[src/rtl/dead_time_gate_driver_if.sv]
// Gate-driver request/command bundle: SPWM-side requests in, gate commands and status out.
interface dead_time_gate_driver_if #(
  parameter int unsigned DT_W = 8
);
  logic            en;
  logic            ph;
  logic            pl;
  logic [DT_W-1:0] dt;
  logic            fault_n;
  logic            clr;
  logic            gh;
  logic            gl;
  logic            flt;
  logic            ill;
  logic [1:0]      st;

  modport master (
    output en, ph, pl, dt, fault_n, clr,
    input  gh, gl, flt, ill, st
  );

  modport slave (
    input  en, ph, pl, dt, fault_n, clr,
    output gh, gl, flt, ill, st
  );
endinterface

[src/rtl/dead_time_gate_driver.sv]
// Half-bridge gate driver: turns complementary PH/PL requests into GH/GL with programmable
// dead time before every turn-on, plus enable/fault kill and a latched fault flag.
module dead_time_gate_driver #(
  parameter int unsigned DT_W = 8
) (
  input logic                     clk,
  input logic                     rst,
  dead_time_gate_driver_if.slave  bus
);

  typedef enum logic [1:0] {
    StOff  = 2'd0,
    StDead = 2'd1,
    StOnH  = 2'd2,
    StOnL  = 2'd3
  } state_e;

  state_e          state_q, state_d;
  logic [DT_W-1:0] cnt_q, cnt_d;
  logic            tgt_h_q, tgt_h_d;
  logic            flt_q, flt_d;
  logic            ill_q;
  logic            gh_q;
  logic            gl_q;

  logic            req_hi;
  logic            req_lo;
  logic            req_none;
  logic            kill;
  logic [DT_W-1:0] dt_eff;

  always_comb begin
    req_hi   = bus.ph & ~bus.pl;
    req_lo   = bus.pl & ~bus.ph;
    req_none = ~(req_hi | req_lo);
    kill     = ~bus.en | ~bus.fault_n | flt_q;
    dt_eff   = (bus.dt == '0) ? DT_W'(1) : bus.dt;
  end

  // A sampled fault wins over a simultaneous clear.
  always_comb begin
    flt_d = flt_q;
    if (!bus.fault_n) begin
      flt_d = 1'b1;
    end else if (bus.clr) begin
      flt_d = 1'b0;
    end
  end

  always_comb begin
    state_d = state_q;
    cnt_d   = cnt_q;
    tgt_h_d = tgt_h_q;
    if (kill) begin
      state_d = StOff;
      cnt_d   = '0;
    end else begin
      unique case (state_q)
        StOff: begin
          if (!req_none) begin
            state_d = StDead;
            tgt_h_d = req_hi;
            cnt_d   = dt_eff;
          end
        end
        StDead: begin
          if (req_none) begin
            state_d = StOff;
            cnt_d   = '0;
          end else if (req_hi != tgt_h_q) begin
            // Request swapped sides mid-dead-time: restart the full gap.
            tgt_h_d = req_hi;
            cnt_d   = dt_eff;
          end else if (cnt_q == DT_W'(1)) begin
            state_d = tgt_h_q ? StOnH : StOnL;
            cnt_d   = '0;
          end else if (cnt_q != '0) begin
            cnt_d = cnt_q - DT_W'(1);
          end
        end
        StOnH: begin
          if (req_lo) begin
            state_d = StDead;
            tgt_h_d = 1'b0;
            cnt_d   = dt_eff;
          end else if (req_none) begin
            state_d = StOff;
          end
        end
        StOnL: begin
          if (req_hi) begin
            state_d = StDead;
            tgt_h_d = 1'b1;
            cnt_d   = dt_eff;
          end else if (req_none) begin
            state_d = StOff;
          end
        end
        default: state_d = StOff;
      endcase
    end
  end

  // Gate commands are registered from the next state so they track state_q exactly.
  always_ff @(posedge clk or posedge rst) begin
    if (rst) begin
      state_q <= StOff;
      cnt_q   <= '0;
      tgt_h_q <= 1'b1;
      flt_q   <= 1'b0;
      ill_q   <= 1'b0;
      gh_q    <= 1'b0;
      gl_q    <= 1'b0;
    end else begin
      state_q <= state_d;
      cnt_q   <= cnt_d;
      tgt_h_q <= tgt_h_d;
      flt_q   <= flt_d;
      ill_q   <= bus.ph & bus.pl;
      gh_q    <= (state_d == StOnH);
      gl_q    <= (state_d == StOnL);
    end
  end

  assign bus.gh  = gh_q;
  assign bus.gl  = gl_q;
  assign bus.flt = flt_q;
  assign bus.ill = ill_q;
  assign bus.st  = state_q;

endmodule

[src/flat_wrapper.sv]
// flat-port wrapper written by rule: the top's interface ports become plain ports
module dead_time_gate_driver_flat 
#(
  parameter int unsigned DT_W = 8
)
  (clk, rst, bus_en, bus_ph, bus_pl, bus_dt, bus_fault_n, bus_clr, bus_gh, bus_gl, bus_flt, bus_ill, bus_st);
  dead_time_gate_driver_if #(.DT_W(DT_W)) bus_i ();
  input logic clk;
  input logic rst;
  input wire logic [$bits(bus_i.en)-1:0] bus_en;
  input wire logic [$bits(bus_i.ph)-1:0] bus_ph;
  input wire logic [$bits(bus_i.pl)-1:0] bus_pl;
  input wire logic [$bits(bus_i.dt)-1:0] bus_dt;
  input wire logic [$bits(bus_i.fault_n)-1:0] bus_fault_n;
  input wire logic [$bits(bus_i.clr)-1:0] bus_clr;
  output wire logic [$bits(bus_i.gh)-1:0] bus_gh;
  output wire logic [$bits(bus_i.gl)-1:0] bus_gl;
  output wire logic [$bits(bus_i.flt)-1:0] bus_flt;
  output wire logic [$bits(bus_i.ill)-1:0] bus_ill;
  output wire logic [$bits(bus_i.st)-1:0] bus_st;
  assign bus_i.en = bus_en;
  assign bus_i.ph = bus_ph;
  assign bus_i.pl = bus_pl;
  assign bus_i.dt = bus_dt;
  assign bus_i.fault_n = bus_fault_n;
  assign bus_i.clr = bus_clr;
  assign bus_gh = bus_i.gh;
  assign bus_gl = bus_i.gl;
  assign bus_flt = bus_i.flt;
  assign bus_ill = bus_i.ill;
  assign bus_st = bus_i.st;
  dead_time_gate_driver #(.DT_W(DT_W)) u_core (.clk(clk), .rst(rst), .bus(bus_i));
endmodule
[config.mk]
export PLATFORM = sky130hd
export DESIGN_NAME = dead_time_gate_driver_flat
export DESIGN_NICKNAME = d
export VERILOG_FILES = /design/src/rtl/dead_time_gate_driver_if.sv /design/src/rtl/dead_time_gate_driver.sv /design/src/flat_wrapper.sv
export SDC_FILE = /design/constraint.sdc
export NUM_CORES = 1
export LEC_CHECK = 0
export CAP_MARGIN = 25
export CORE_MARGIN = 5
export CORE_UTILIZATION = 30
export DETAILED_ROUTE_END_ITERATION = 8
export PLACE_DENSITY = 0.57
export SLEW_MARGIN = 0
export SYNTH_ARGS = -nofsm -noshare
export SYNTH_HDL_FRONTEND = slang
export SYNTH_SLANG_ARGS = --single-unit
[constraint.sdc]
create_clock -name clk -period 5.6 [get_ports clk]
set_input_delay 1.4 -clock clk [delete_from_list [all_inputs] [get_ports clk]]
set_output_delay 1.4 -clock clk [all_outputs]
set_load 0.01 [all_outputs]
==> qor.log <==
[placed_design] setup slack after placement 1.90 ns
[synth] number of flip-flops and latches in the synthesized netlist 15
[synth] count of warnings emitted by yosys 0
[sta] min Tclk post-route 3.40 ns
[synth] post-synthesis instance area 0.00108 sq mm
[placed_design] number of buffer cells added on primary ports 20
[global_route] global-route usage over all layers 11.6%
[die] horizontal extent of the die 70.1 um
[setup_path] largest fanout of any net on the critical path 9
[global_route] vias in the first global route 952
[die] total I/O pin count 21
[cells_and_area] number of diodes added for antenna fixing 0
[cts] Inserted Clock Buffers 3
[die] Die Area 0.00491 sq mm
[setup_path] endpoint of the worst register-to-register path u_core.bus.gh
[routing] wirelength, routed 2740 um
[die] CORE AREA 0.00342 sq mm
[min_path] worst hold path type reg -> reg
[sta] post-route fraction of the period consumed by the critical path 60.7%
[cells_and_area] layout overhead on the synthesized area 24.7%
[sta] setup repair after global routing missed its margin no
[synth] most area-consuming cells after synthesis sky130_fd_sc_hd__dfrtp_1, sky130_fd_sc_hd__ha_1, sky130_fd_sc_hd__inv_1, sky130_fd_sc_hd__o22ai_1, sky130_fd_sc_hd__nand2_1
[setup_path] kind of critical path in -> reg
[synth] Async SR Flop Fraction 100%
[synth] Seq/Total Area, Yosys 34.8%
[setup_path] crit path from bus_pl
[sta] final clock skew 0.00118 ns
[synth] cell type with the highest aggregate area in the netlist sky130_fd_sc_hd__dfrtp_1
[routing] First DRT Iteration DRCs 89
[setup_path] required arrival time at the worst endpoint 5.80 ns
[cts] number of clock sinks seen by CTS 15
[setup_path] worst reg2reg startpoint u_core.cnt_q[3]
[global_route] largest net degree at the start of global routing 16
[cts] Worst-path clk slew 0.10 ns
[pwr] leakage power total 0.598 nW
[setup_path] slowest cell delay on critical path 0.50 ns
[global_route] global route overflow 0
[cts] Root Buffer sky130_fd_sc_hd__clkbuf_4
[cts] Bufs on Longest Clock Path 2
[die] Die Height 70.1 um
[synth] number of enable-type register cells in the synthesized netlist 0
[sta] Total Negative Setup Slacks 0 ns
[sta] setup slack after layout 2.20 ns
[routing] number of iterations in the first detailed-routing pass 4
[min_path] startpoint of the tightest hold check path u_core.tgt_h_q
[sta] Slew HR 59.8%
[setup_path] worst endpoint data arrival time 3.60 ns
[routing] DRC viols 0
[cells_and_area] fraction of final layout cells sized beyond drive strength 1 7.97%
[sta] Final Hold Violating Endpoints 0
[pwr] pwr/cell area 166 mW/mm^2
[synth] Mapped Avg Cell Area 9.17 sq um
[synth] fraction of synthesized cell area taken by the top area cell type 32.4%
[sta] slew at the pin with the worst max-slew slack 0.602 ns
[placed_design] final HPWL from detailed placement 2180 um
[sta] upper clock frequency limit 0.294 GHz
[synth] library cells used by synthesis 47
[setup_path] register-to-register path setup slack 3.53 ns
[pwr] Max rail drop VDD 0.0593 mV
[global_route] wire length of the first global-routing pass 4640 um
[min_path] Worst Hold Path Cells 2
[cells_and_area] Sequential Area 377 sq um
[global_route] initial antenna violation count 0
[routing] Via-to-Cell Ratio 5.33
[die] effective utilization at floorplan 31.7%
[setup_path] slowest library cell on the worst path sky130_fd_sc_hd__clkdlybuf4s50_1
[routing] total number of vias 981
[cts] number of instances resized during post-cts repair 0
[routing] Routed WL per cell 14.9 um
[cts] TritonCTS clock tree built
[setup_path] depth of the worst register-to-register path 5
[synth] top_reg_cell synth sky130_fd_sc_hd__dfrtp_1
[synth] synthesized netlist cell count 118
[setup_path] Critical Path Sink Type flip-flop
[cells_and_area] total number of nets in the final design 160
[cts] Post-CTS Hold Buffers 0
[global_route] global routing met2 resource utilization 18.3%
[pwr] Power Total 0.224 mW
[global_route] most congested layer reported by global routing met2
[cells_and_area] fill cell count 360
[setup_path] Cell Chain, Critical Path clkdlybuf4s50_1 -> inv_1 -> ha_1 -> nor3b_1 -> a211oi_1 -> o31a_1 -> o211ai_1 -> o221ai_1
[sta] Finish-stage setup viols 0
[routing] Routed Antenna Nets 0
[cells_and_area] area of the multi-input gates 639 sq um
[die] number of cell rows 21
[status] result of the run finished clean
[global_route] GR met1 Demand/Resource 15.8%
[synth] dominant cell by count in the synthesized netlist sky130_fd_sc_hd__dfrtp_1
[synth] most instantiated cells after synthesis sky130_fd_sc_hd__dfrtp_1, sky130_fd_sc_hd__inv_1, sky130_fd_sc_hd__nand2_1
[run] maximum capacitance violations 0
[min_path] end point of the worst hold path u_core.tgt_h_q
[cts] clock latency of the later-clocked register in the worst-skew pair 0.29 ns
[cts] postcts setup bufs 0
[synth] Mapped Nets 139
[sta] final-report max-slew violation count 0
[placed_design] GPL Wtd Cong 0.868
[global_route] met3 usage 2.87%
[setup_path] Worst Setup Start Kind primary input
[cts] Max H-tree Level 1
-- per-layer routing --
metal  routed length [um]  part of all wire (%)
met5                    0                     0
met4                   15                  0.55
met3                  200                   7.3
met2                 1250                    46
met1                 1270                    46
-- power by group --
part | switching (mW) | total (mW) | internal, mW
logic | 0.0238 | 0.0466 | 0.0228
clock network | 0.0381 | 0.0646 | 0.0265
registers | 0.00271 | 0.113 | 0.110
total | 0.0646 | 0.224 | 0.160
-- kinds of logic (layout without fill, tap and decap cells) --
family,count (synthesis),count (layout),share of synthesized area (%)
XOR/XNOR,3,3,2.43
adder cells (fa/ha/maj),6,6,6.94
AND/OR/NAND/NOR,37,37,20.6
flip-flops,15,15,34.8
multiplexers,2,2,1.85
buffers and inverters,17,37,6.13
AO/OA/AOI/OAI,38,38,27.3
-- final cells by class --
| type | instances | share of cell area, % |
|---|---|---|
| clock buffer | 3 | 1.67 |
| clock inverter | 1 | 0.371 |
| inverter | 13 | 3.61 |
| multi-input combinational | 86 | 47.4 |
| sequential | 15 | 27.9 |
| tap | 46 | 4.26 |
| timing repair buffer | 20 | 14.8 |
-- worst max-delay path by stage --
stage / end / slack, ns / depth (start not counted)
after floorplan: u_core.cnt_q[6] / 2.63 / 7
after global placement: u_core.cnt_q[6] / 1.97 / 8
after detailed placement: u_core.cnt_q[3] / 1.90 / 8
after CTS: u_core.cnt_q[3] / 2.20 / 8
after global routing: u_core.cnt_q[3] / 2.07 / 8
final: u_core.cnt_q[3] / 2.20 / 8
-- state kept, by name, indices dropped and copies added, names as in the netlist --
register / cells
u_core.bus.flt: 1
u_core.bus.gh: 1
u_core.bus.gl: 1
u_core.bus.ill: 1
u_core.bus.st: 2
u_core.cnt_q: 8
u_core.tgt_h_q: 1
-- stage by stage --
step	hold WS [ns]	utilization [%]	std cells	instance area [sq um]
global placement	0.541	38.7	180	1320
finish	0.560	39.5	184	1350
detailed placement	0.542	38.7	180	1320
floorplan	0.514	-	118	1080
global route	0.598	39.5	184	1350
CTS	0.564	39.5	184	1350
-- worst max-delay path, delay by kind of cell --
family	cells	cell delay, ns
buffers and inverters	2	0.56
AND/OR/NAND/NOR	1	0.21
AO/OA/AOI/OAI	4	1.02
adder cells (fa/ha/maj)	1	0.40
-- layout by cell type (no fill, tap or decap), types with 3 or more instances in the layout --
master                            instances
sky130_fd_sc_hd__clkdlybuf4s50_1         20
sky130_fd_sc_hd__o22ai_1                  5
sky130_fd_sc_hd__clkbuf_4                 3
sky130_fd_sc_hd__nor2_1                   3
sky130_fd_sc_hd__dfrtp_1                 14
sky130_fd_sc_hd__nor3_1                   5
sky130_fd_sc_hd__nand3_1                  3
sky130_fd_sc_hd__o211ai_1                 4
sky130_fd_sc_hd__inv_1                   13
sky130_fd_sc_hd__nand2_1                  8
sky130_fd_sc_hd__ha_1                     6
sky130_fd_sc_hd__a22o_1                   3
sky130_fd_sc_hd__o21ai_0                  4
sky130_fd_sc_hd__a21oi_1                  4
(Power assumes the default switching activity.)
